## src/rtl/branch_feedback_queue.sv

```systemverilog
// In-flight conditional-branch queue: records fetch-time predictions and feeds
// them back to the predictor, in order, once EX resolves each branch.
package mips_core_pkg;
  typedef enum logic {NOT_TAKEN = 1'b0, TAKEN = 1'b1} BranchOutcome;
endpackage

module branch_feedback_queue #(
  parameter int unsigned DEPTH      = 8,
  parameter int unsigned ADDR_WIDTH = 32
) (
  input  logic                              clk,
  input  logic                              rst,
  input  logic                              pred_valid,
  input  logic [ADDR_WIDTH-1:0]             pred_pc,
  input  mips_core_pkg::BranchOutcome       pred_outcome,
  output logic                              pred_ready,
  input  logic                              res_valid,
  input  logic [ADDR_WIDTH-1:0]             res_pc,
  input  mips_core_pkg::BranchOutcome       res_outcome,
  input  logic                              flush,
  output logic                              o_fb_valid,
  output logic [ADDR_WIDTH-1:0]             o_fb_pc,
  output mips_core_pkg::BranchOutcome       o_fb_prediction,
  output mips_core_pkg::BranchOutcome       o_fb_outcome,
  output logic                              o_mispredict,
  output logic                              o_error,
  output logic [$clog2(DEPTH+1)-1:0]        o_count
);
  import mips_core_pkg::*;

  localparam int unsigned PTR_W = $clog2(DEPTH);
  localparam int unsigned CNT_W = $clog2(DEPTH + 1);

  typedef struct packed {
    logic [ADDR_WIDTH-1:0] pc;
    BranchOutcome          pred;
  } entry_t;

  entry_t             mem [DEPTH];
  entry_t             head_entry;
  logic [PTR_W-1:0]   head, tail, head_n, tail_n;
  logic [CNT_W-1:0]   count, count_n;
  logic               push, pop, miss, clear, err_set;

  // Ready looks only at the registered count, so a full queue drops a push
  // even when a pop frees a slot on the same edge.
  assign pred_ready = (count < CNT_W'(DEPTH));
  assign o_count    = count;

  // Next-state: a mispredict or flush collapses the queue onto the new head.
  always_comb begin
    head_entry = mem[head];
    pop        = res_valid && (count != '0);
    miss       = pop && (head_entry.pred != res_outcome);
    clear      = flush || miss;
    push       = pred_valid && pred_ready && !clear;
    err_set    = (res_valid && (count == '0)) ||
                 (pop && (res_pc != head_entry.pc));
    head_n     = pop ? head + PTR_W'(1) : head;
    tail_n     = tail;
    count_n    = count;
    if (clear) begin
      tail_n  = head_n;
      count_n = '0;
    end else begin
      if (push) tail_n = tail + PTR_W'(1);
      count_n = count + CNT_W'(push) - CNT_W'(pop);
    end
  end

  // Entry storage carries no reset; entries are only read while counted valid.
  always_ff @(posedge clk) begin
    if (push) begin
      mem[tail].pc   <= pred_pc;
      mem[tail].pred <= pred_outcome;
    end
  end

  // Pointers, count and registered feedback.
  always_ff @(posedge clk or posedge rst) begin
    if (rst) begin
      head            <= '0;
      tail            <= '0;
      count           <= '0;
      o_fb_valid      <= 1'b0;
      o_fb_pc         <= '0;
      o_fb_prediction <= NOT_TAKEN;
      o_fb_outcome    <= NOT_TAKEN;
      o_mispredict    <= 1'b0;
      o_error         <= 1'b0;
    end else begin
      head         <= head_n;
      tail         <= tail_n;
      count        <= count_n;
      o_fb_valid   <= pop;
      o_mispredict <= miss;
      o_error      <= o_error | err_set;
      if (pop) begin
        o_fb_pc         <= head_entry.pc;
        o_fb_prediction <= head_entry.pred;
        o_fb_outcome    <= res_outcome;
      end
    end
  end

endmodule

```

## config.mk

```make
export PLATFORM = sky130hd
export DESIGN_NAME = branch_feedback_queue
export DESIGN_NICKNAME = d
export VERILOG_FILES = /design/src/rtl/branch_feedback_queue.sv
export SDC_FILE = /design/constraint.sdc
export NUM_CORES = 1
export LEC_CHECK = 0
export ABC_AREA = 1
export BUFFER_PORTS_ARGS = -buffer_cell sky130_fd_sc_hd__buf_4
export CAP_MARGIN = 10
export CORE_ASPECT_RATIO = 1.1
export CORE_MARGIN = 4
export CORE_UTILIZATION = 24
export CTS_CLUSTER_SIZE = 16
export DETAILED_ROUTE_END_ITERATION = 6
export GPL_TIMING_DRIVEN = 0
export PLACE_DENSITY = 0.49
export SETUP_SLACK_MARGIN = 0.1
export SYNTH_ARGS = -nofsm -noshare
export SYNTH_HDL_FRONTEND = slang
export SYNTH_SLANG_ARGS = --single-unit
```

## constraint.sdc

```tcl
create_clock -name clk -period 3.15 [get_ports clk]
set_input_delay 0.315 -clock clk [delete_from_list [all_inputs] [get_ports clk]]
set_output_delay 0.315 -clock clk [all_outputs]
set_load 0.1 [all_outputs]
```

==> out/metrics.yaml <==
outcome: "finished clean"
setup_viol: 0
clockRootBuffer: "clkbuf_16"
syn2layout_area_growth_pct: 25.9
grt_max_degree: 32
worstSetupPathDepth: 13
skew_ps: 14.5
syn_avg_cell_area_sq_um: 10.7
drv.max_cap_violation_count: 0
min_from: "pred_pc[5]"
ios: 113
cts.path.max_buffers: 3
reg2reg_depth: 13
antenna_found_initial: 6
core_area_sq_um: 54100
cellLeakagePower_nw: 6.61
cts_tree: "yes"
grt_pass1_vias: 9276
avgViaCountPerCell: 4.43
fmax_mhz: 347
finalNetCount: 1494
fin_crit_sh: 0.914
drc: 0
die_x_um: 232
fp.dieH_um: 254
ys_ff_latch: 311
ant_nets: 0
final_area_sq_um: 16600
start_kind: "flop"
hold_violations: 0
critPathArrivalTime_ps: 3080
grt_use_met2: 0.251
dieArea_sq_um: 58900
critPathBufInv: 5
place_hpwl_um: 30600
slowest_delay_ps: 400
firstDrtPassIters: 5
grt_util_all_layers: 0.152
r2r-start: "head[0]"
gr-usage-met3: 0.0340
p_total_w: 0.0173
rows: 89
grt_pass1_wl_um: 65400
ys_types: 27
drv_slew: 0
rsz0062_at_grt: "false"
cpMostUsedCell: "buf_12"
rrSetupSlack_ps: 270
yosysWarnings: 0
clk_pin_slew_ps: 60
met1_usage: 0.204
netlist_area_sq_um: 13200
gr-total-overflow: 0
yosysSeqAreaShare: 0.688
clock_latency_ps: 520
placed_area_sq_um: 15300
start_util: 0.244
slowest_stage: "dfrtp_1"
path_max_fanout: 21
worst_setup_path_end_kind: "flop"
fill_cells: 5587
synthCells: 1238
drt_iter0_drc: 1018
timing.rr.end: "mem[2][30]"
multi_input_area_sq_um: 3500
critical_path.top_delay_family: "simple AND/OR/NAND/NOR gates"
period_needed_ps: 2880
synth_nets: 1317
hold_class: "input port to flop"
seq_area_sq_um: 9110
busiest_layer: "met2"
vias: 9620
cts_sinks: 311
numCtsBuffers: 35
power_density_nw_per_um2: 1040
crit_type: "flop to flop"
crit_chain: "buf_6, inv_6, buf_12, nor2_1, o211ai_1, nand3_1, nand3_4, nand2_8, nor3_4, buf_4, nand2_1, nor2_4, buf_12"
maxSlewHeadroom: 0.138
min_to: "mem[1][6]"
min_delay_path_depth: 1
io_buffers: 112
gpl.final_weighted_congestion: 0.780
cp.required_ps: 3350
wirelength_um: 46000
wire_per_inst_um: 21.2
ir_worst_vdd_uv: 466
h-tree-depth: 2
drive_gt1_frac: 0.170
tightest_slew_ps: 1290
==> per-stage QoR <==
step | cells | TNS, ps | hold WS [ps] | worst slack, ps | utilization
3_3_place_gp | 2078 | -185070 | 475 | -763 | 0.279
2_1_floorplan | 1238 | 0 | 414 | 18.6 | -
5_1_grt | 2170 | 0 | 17.7 | 88.7 | 0.308
4_1_cts | 2163 | 0 | 6.64 | 112 | 0.306
6_report | 2171 | 0 | 31.2 | 271 | 0.308
3_5_place_dp | 2088 | -84990 | 387 | -517 | 0.282
==> area by class of cell <==
| class | count | share of cell area |
|---|---|---|
| clock inverters | 17 | 0.00842 |
| inverters | 98 | 0.0229 |
| clock buffers | 47 | 0.0578 |
| multi-input cells | 771 | 0.210 |
| plain buffers | 58 | 0.0238 |
| well taps | 728 | 0.0547 |
| repair buffers | 140 | 0.0748 |
| diodes | 1 | 0.000150 |
| flip-flops and latches | 311 | 0.547 |
==> sequential cells by signal, indices dropped and copies added, names as in the netlist <==
name / cells
head: 3
mem: 264
o_count: 4
o_error: 1
o_fb_outcome: 1
o_fb_pc: 32
o_fb_prediction: 1
o_fb_valid: 1
o_mispredict: 1
tail: 3
==> where the power goes <==
group          switching [W]  internal, W  leakage (nW)  total [W]
Clock                0.00165      0.00232         0.540    0.00397
Sequential          0.000236      0.00499          2.95    0.00522
Combinational        0.00603      0.00205          3.11    0.00809
Total                0.00793      0.00936          6.61     0.0173
==> what timing repair did <==
item / in CTS / in global routing
gates resized for setup: 1 / 15
pin swaps: 8 / 5
hold buffers: 1 / 0
endpoints found under the setup margin: 267 / 94
hold endpoints to repair: 16 / 0
buffers inserted: 10 / 7
cloned: 0 / 0
==> cell usage after synthesis (all sizes together) <==
cell	instances	area share
buf	36	0.021
edfxtp	264	0.60
nand3	104	0.040
a21oi	1	0.00038
clkinv	4	0.0011
nor2	207	0.059
ha	7	0.0066
xnor2	1	0.00066
nand2	303	0.087
o21ai	119	0.045
inv	94	0.027
and2	1	0.00047
nand3b	16	0.0091
dfrtp	47	0.089
xor2	4	0.0026
fa	1	0.0015
clkbuf	22	0.0062
o211ai	6	0.0034
nor3	1	0.0012
==> worst register-to-register path: stages (launching register included) <==
cell,delay [ps]
dfrtp_1,400
buf_6,150
inv_6,90
buf_12,120
nor2_1,40
o211ai_1,270
nand3_1,180
nand3_4,130
nand2_8,60
nor3_4,200
buf_4,160
nand2_1,250
nor2_4,280
buf_12,230
==> placed cells by master, fill, tap and decap left out, types with 4 or more instances in the layout <==
cell | synthesis | final
edfxtp_1 | 264 | 264
clkbuf_1 | 22 | 30
clkinv_2 | 0 | 5
buf_4 | 9 | 131
xor2_1 | 4 | 4
ha_1 | 7 | 5
o21ai_1 | 16 | 16
inv_1 | 92 | 89
o21ai_0 | 103 | 103
nor2_1 | 207 | 198
nand2_1 | 302 | 299
buf_12 | 0 | 16
o211ai_1 | 6 | 6
nor2_4 | 0 | 8
nand3b_1 | 16 | 16
buf_2 | 12 | 11
clkbuf_16 | 0 | 36
clkinv_1 | 4 | 11
nand3_1 | 103 | 103
buf_6 | 13 | 13
dfrtp_1 | 47 | 46
==> how the worst max path moves through the flow <==
stage | to | slack, ps | from
4_1_cts | o_count[1] | 110 | head[2]
5_1_grt | o_count[1] | 90 | head[0]
3_3_place_gp | mem[0][6] | -760 | head[2]
2_1_floorplan | o_count[1] | 20 | o_count[3]
3_5_place_dp | mem[0][3] | -520 | head[2]
6_report | mem[2][30] | 270 | head[0]
==> logic make-up (layout without fill, tap and decap cells) <==
kind of cell             after synthesis  count (layout)  synth area share
AO/OA/AOI/OAI                        126             126            0.0488
XOR/XNOR                               5               5           0.00331
adder cells (fa/ha/maj)                8               8           0.00814
other                                  0               1                 0
AND/OR/NAND/NOR                      632             632             0.196
buffers and inverters                156             360            0.0555
flip-flops                           311             311             0.688
==> layer usage <==
metal | share of wire | vias up
li1 | - | 4499
met1 | 0.44 | 4688
met2 | 0.47 | 337
met3 | 0.071 | 88
met4 | 0.025 | 8
met5 | 0.0011 | -
Note: power is estimated with default switching activity, not from simulation.
